==> config.mk <==
export PLATFORM = sky130hd
export DESIGN_NAME = uart_rx_ctrl
export DESIGN_NICKNAME = d
export VERILOG_FILES = /design/src/rtl/uart_rx_pkg.sv /design/src/rtl/rx_edge_detect.sv /design/src/rtl/uart_rx_ctrl.sv
export SDC_FILE = /design/constraint.sdc
export NUM_CORES = 1
export LEC_CHECK = 0
export CAP_MARGIN = 30
export CORE_MARGIN = 5
export CORE_UTILIZATION = 52
export CTS_CLUSTER_DIAMETER = 200
export CTS_CLUSTER_SIZE = 40
export DETAILED_ROUTE_END_ITERATION = 10
export GPL_ROUTABILITY_DRIVEN = 0
export PLACE_DENSITY = 0.84
export SETUP_SLACK_MARGIN = 0.15
export SLEW_MARGIN = 10
export SYNTH_ARGS = -nofsm -noshare
export SYNTH_HDL_FRONTEND = slang
export SYNTH_SLANG_ARGS = --single-unit
==> constraint.sdc <==
create_clock -name CLK -period 2 [get_ports CLK]
set_input_delay 0.3 -clock CLK [delete_from_list [all_inputs] [get_ports CLK]]
set_output_delay 0.3 -clock CLK [all_outputs]
set_load 0.05 [all_outputs]
==> src/rtl/uart_rx_pkg.sv <==
// Shared constants for the UART receive controller: state encodings and default widths.
package uart_rx_pkg;

    localparam int unsigned DATA_BITS_DEF   = 8;
    localparam int unsigned SYNC_STAGES_DEF = 2;

    localparam logic [1:0] ST_IDLE  = 2'd0;
    localparam logic [1:0] ST_START = 2'd1;
    localparam logic [1:0] ST_DATA  = 2'd2;
    localparam logic [1:0] ST_STOP  = 2'd3;

endpackage

==> src/rtl/rx_edge_detect.sv <==
// RX pin synchroniser (idle-high) with a registered one-cycle high-to-low edge pulse.
module rx_edge_detect #(
    parameter int unsigned SYNC_STAGES = 2
) (
    input  logic CLK,
    input  logic RSTn,
    input  logic rx_i,
    output logic rx_sync_o,
    output logic h2l_o
);

    logic [SYNC_STAGES-1:0] sync_q;
    logic                   prev_q;
    logic                   h2l_q;

    always_ff @(posedge CLK or negedge RSTn) begin
        if (!RSTn) begin
            sync_q <= '1;
            prev_q <= 1'b1;
            h2l_q  <= 1'b0;
        end else begin
            sync_q <= {sync_q[SYNC_STAGES-2:0], rx_i};
            prev_q <= sync_q[SYNC_STAGES-1];
            // Registered so the edge flag rises SYNC_STAGES+1 cycles after the pin falls.
            h2l_q  <= prev_q & ~sync_q[SYNC_STAGES-1];
        end
    end

    assign rx_sync_o = sync_q[SYNC_STAGES-1];
    assign h2l_o     = h2l_q;

endmodule

==> src/rtl/uart_rx_ctrl.sv <==
// UART 8N1 receive controller: gates the baud-pulse generator and samples frames on BPS_CLK.
module uart_rx_ctrl
    import uart_rx_pkg::*;
#(
    parameter int unsigned DATA_BITS   = DATA_BITS_DEF,
    parameter int unsigned SYNC_STAGES = SYNC_STAGES_DEF
) (
    input  logic                 CLK,
    input  logic                 RSTn,
    input  logic                 RX_En,
    input  logic                 RX_Pin_In,
    input  logic                 BPS_CLK,
    output logic                 Count_Sig,
    output logic [DATA_BITS-1:0] RX_Data,
    output logic                 RX_Done_Sig,
    output logic                 Frame_Err
);

    localparam int unsigned CNT_W = (DATA_BITS > 1) ? $clog2(DATA_BITS) : 1;
    localparam logic [CNT_W-1:0] LAST_BIT = CNT_W'(DATA_BITS - 1);

    logic rx_sync;
    logic h2l;

    rx_edge_detect #(
        .SYNC_STAGES (SYNC_STAGES)
    ) u_edge (
        .CLK       (CLK),
        .RSTn      (RSTn),
        .rx_i      (RX_Pin_In),
        .rx_sync_o (rx_sync),
        .h2l_o     (h2l)
    );

    logic [1:0]           state_q,   state_d;
    logic [CNT_W-1:0]     bit_cnt_q, bit_cnt_d;
    logic [DATA_BITS-1:0] shift_q,   shift_d;
    logic [DATA_BITS-1:0] data_q,    data_d;
    logic                 count_q,   count_d;
    logic                 done_q,    done_d;
    logic                 ferr_q,    ferr_d;

    always_comb begin
        state_d   = state_q;
        bit_cnt_d = bit_cnt_q;
        shift_d   = shift_q;
        data_d    = data_q;
        done_d    = 1'b0;
        ferr_d    = 1'b0;
        case (state_q)
            ST_IDLE: begin
                if (h2l && RX_En) begin
                    state_d = ST_START;
                end
            end
            ST_START: begin
                if (BPS_CLK) begin
                    if (!rx_sync) begin
                        state_d   = ST_DATA;
                        bit_cnt_d = '0;
                    end else begin
                        state_d   = ST_IDLE;
                    end
                end
            end
            ST_DATA: begin
                if (BPS_CLK) begin
                    shift_d[bit_cnt_q] = rx_sync;
                    if (bit_cnt_q == LAST_BIT) begin
                        state_d = ST_STOP;
                    end else begin
                        bit_cnt_d = bit_cnt_q + 1'b1;
                    end
                end
            end
            ST_STOP: begin
                if (BPS_CLK) begin
                    data_d  = shift_q;
                    done_d  = rx_sync;
                    ferr_d  = ~rx_sync;
                    state_d = ST_IDLE;
                end
            end
            default: state_d = ST_IDLE;
        endcase
        // Baud counter runs exactly while the FSM is out of IDLE, from the following cycle.
        count_d = (state_d != ST_IDLE);
    end

    always_ff @(posedge CLK or negedge RSTn) begin
        if (!RSTn) begin
            state_q   <= ST_IDLE;
            bit_cnt_q <= '0;
            shift_q   <= '0;
            data_q    <= '0;
            count_q   <= 1'b0;
            done_q    <= 1'b0;
            ferr_q    <= 1'b0;
        end else begin
            state_q   <= state_d;
            bit_cnt_q <= bit_cnt_d;
            shift_q   <= shift_d;
            data_q    <= data_d;
            count_q   <= count_d;
            done_q    <= done_d;
            ferr_q    <= ferr_d;
        end
    end

    assign Count_Sig   = count_q;
    assign RX_Data     = data_q;
    assign RX_Done_Sig = done_q;
    assign Frame_Err   = ferr_q;

endmodule

==> metrics.md <==
| Metric | Value |
|---|---|
| Outcome | `finished clean` |
| Final net count | `108` |
| Core Box Area | `0.002191 mm^2` |
| Critical path type | `flop to output pin` |
| Met3 wire len | `92 um` |
| Post-synthesis register bit count | `28` |
| Wire length of the first global-routing pass | `3.374 mm` |
| Core Rows | `17` |
| Num CTS Buffers | `3` |
| Metal-1 WL | `867 um` |
| Setup violations, final | `0` |
| Starting Density | `53.63%` |
| Vias in the first global route | `710` |
| CTS root buffer | `clkbuf_4` |
| Skew-Pair Late Insertion Delay | `0.32 ns` |
| Wirelength per Cell | `14.37 um` |
| CTS tree | `built` |
| Fmax | `556.4 MHz` |
| DR pass1 iterations | `2` |
| Initial antenna violation count | `0` |
| Largest family of logic cells by synthesized area | `multiplexers` |
| Post-route core utilization | `63.05%` |
| Power Density | `1130 mW/mm^2` |
| Avg Cell Area, Syn | `13.82 um^2` |
| Die Ht | `57.53 um` |
| Worst-margin pin slew | `0.5085 ns` |
| Clock buffer depth | `2` |
| Post-synth EDFFs | `0` |
| Final Critical Period | `1.797 ns` |
| Critical-path top delay cell | `clkdlybuf4s50_1` |
| DR iter-0 viols | `3` |
| Peak VDD IR | `683.9 uV` |
| Clock Sinks | `28` |
| Syn nets | `92` |
| RSZ-0062 raised after global routing | `false` |
| Met2 wire len | `862 um` |
| Total GRT Usage | `13.07%` |
| Final Hold Viols | `0` |
| Post-synthesis instance total | `85` |
| Hold Path Class | `input pin to async pin` |
| Largest net degree at the start of global routing | `29` |
| Sequential-to-total area share from yosys stat | `59.96%` |
| DIE AREA | `0.003310 mm^2` |
| Post-CTS setup buffer count | `0` |
| CP arrival | `1.50 ns` |
| CP startpoint kind | `flop` |
| Main synth FF type | `dfrtp_1` |
| Post-route ant nets | `0` |
| Diodes inserted | `0` |
| Synth unique cells | `26` |
| Port bufs | `15` |
| Share of synthesized cell area in full adder, half adder and majority cells | `2.130%` |
| Post-synthesis xor/xnor area fraction | `0%` |
| Routed vias | `678` |
| Post-synthesis simple-gate area fraction | `14.16%` |
| Synth Area in Compound Gates | `4.792%` |
| Design area | `0.001381 mm^2` |
| Vias per cell | `5.297` |
| Final Power | `1.561 mW` |
| Critical path buffer and inverter count | `1` |
| Clock slew at reported path FFs | `0.15 ns` |
| Max-cap violations | `0` |
| # placed instances | `124` |
| DPL Wire Length | `1.323 mm` |
| Mapped Area | `0.001175 mm^2` |
| Rel. slew slack | `66.04%` |
| # IOs | `16` |
| FFs w/ async S/R, synth | `100.0%` |
| Hold_buf cts | `0` |
| Tcrit/Tclk final | `89.86%` |
| Required @ worst endpoint | `1.70 ns` |
| Crit path capture type | `output pin` |
| Htree depth | `1` |
| Non-filler cells, final | `128` |
| Area grow syn2layout | `17.57%` |
| Leak | `0.7321 nW` |
| Dpl cell area | `0.001340 mm^2` |
| Slew Limit Fails | `0` |
| Crit Path Max Fanout | `2` |
| Mux contribution to synthesized area | `16.29%` |
| Setup_tns | `0 ns` |
| Die X | `57.53 um` |
| Top Layer Used | `met4` |
| Layout Skew | `0.02306 ns` |
| CP max stage delay | `0.80 ns` |
| Grt total ovfl | `0` |
| Delay-heaviest family, CP | `buffers and inverters` |
| Routed wire length | `1.839 mm` |
| Ys Warns | `0` |
| Layout cell share with drive strength beyond 1 | `28.00%` |
| Critical path, cell by cell | `clkdlybuf4s50_1` |
| DRC Markers | `0` |
layout by cell type (no fill, tap or decap), types with 2 or more instances in the layout:
cell / instances
nor2_1: 6
clkdlybuf4s50_1: 9
o21ai_0: 2
dlymetal6s2s_1: 6
ha_1: 2
dfrtp_1: 25
a21bo_2: 2
dfstp_2: 3
nand3_1: 2
nand4b_1: 2
mux2_2: 13
and4bb_2: 2
nand3b_1: 2
mux2_1: 4
clkbuf_4: 3
nand2_1: 4
nor3b_2: 2
stage by stage:
stage                     setup WS [ns]  hold WS [ns]
after global placement           0.2127        0.3456
after detailed placement         0.1327        0.3475
after CTS                        0.1807        0.3461
after global routing             0.1546        0.3543
final                            0.2027        0.3344
after floorplan                  0.4649      0.004409
Yosys cell counts, types with 3 or more instances:
cell / instances / area [um^2]
clkbuf_1: 3 / 11.26
dfrtp_1: 25 / 625.6
nor2_1: 6 / 22.52
dfstp_2: 3 / 78.83
mux2_1: 4 / 45.04
mux2_2: 13 / 146.4
nand2_1: 4 / 15.01
worst reg2reg max path, cell delays in order (launching register included):
cell and delay, ns:
dfrtp_1 0.50, ha_1 0.23, ha_1 0.18, and4bb_2 0.34
a31oi_1 0.08, mux2_2 0.29
state kept, by name, summed over array words and instances, names as in the netlist:
register / count
RX_Data: 8
shift_q: 8
bit_cnt_q: 3
state_q: 2
u_edge.sync_q: 2
Count_Sig: 1
Frame_Err: 1
RX_Done_Sig: 1
u_edge.h2l_o: 1
u_edge.prev_q: 1
per-layer routing:
layer,vias to the layer above,global-route usage [%]
li1,330,-
met1,334,19.08
met2,12,18.55
met3,2,3.394
met4,0,4.967
met5,-,0
report_power, final:
| part | leakage [nW] | switching, mW | internal, mW |
|---|---|---|---|
| clock network | 0.0150 | 0.151 | 0.0779 |
| logic | 0.352 | 0.279 | 0.234 |
| registers | 0.365 | 0.130 | 0.689 |
| total | 0.732 | 0.560 | 1.00 |
cell families (layout without fill, tap and decap cells):
| logic type | after synthesis | count (layout) |
|---|---|---|
| flip-flops | 28 | 28 |
| AND/OR/NAND/NOR | 24 | 24 |
| multiplexers | 17 | 17 |
| AO/OA/AOI/OAI | 8 | 8 |
| buffers and inverters | 6 | 21 |
| adder cells (fa/ha/maj) | 2 | 2 |
final cells by class:
cell class / count / area [um^2]
Timing Repair Buffer: 16 / 172.7
Multi-Input combinational cell: 51 / 439.2
Clock buffer: 4 / 26.28
Sequential cell: 28 / 704.4
Inverter: 1 / 3.754
Fill cell: 178 / 809.5
Tap cell: 28 / 35.03
repair_timing:
action	in CTS	in global routing
hold endpoints to repair	0	0
resized for setup	0	6
setup endpoints to repair	0	6
final timing paths:
check,end,depth (start not counted),slack (ns),start
setup / recovery,RX_Data[3],1,0.20,RX_Data[3]$_DFFE_PN0P_
setup reg to reg,bit_cnt_q[0]$_DFFE_PN0P_,5,0.30,bit_cnt_q[1]$_DFFE_PN0P_
min in group CLK,u_edge.sync_q[1]$_DFF_PN1_,0,0.36,u_edge.sync_q[0]$_DFF_PN1_
max in group asynchronous,u_edge.sync_q[0]$_DFF_PN1_,2,1.34,RSTn
hold / removal,bit_cnt_q[2]$_DFFE_PN0P_,2,0.33,RSTn
hold reg to reg,u_edge.sync_q[1]$_DFF_PN1_,0,0.36,u_edge.sync_q[0]$_DFF_PN1_
(Power assumes the default switching activity.)
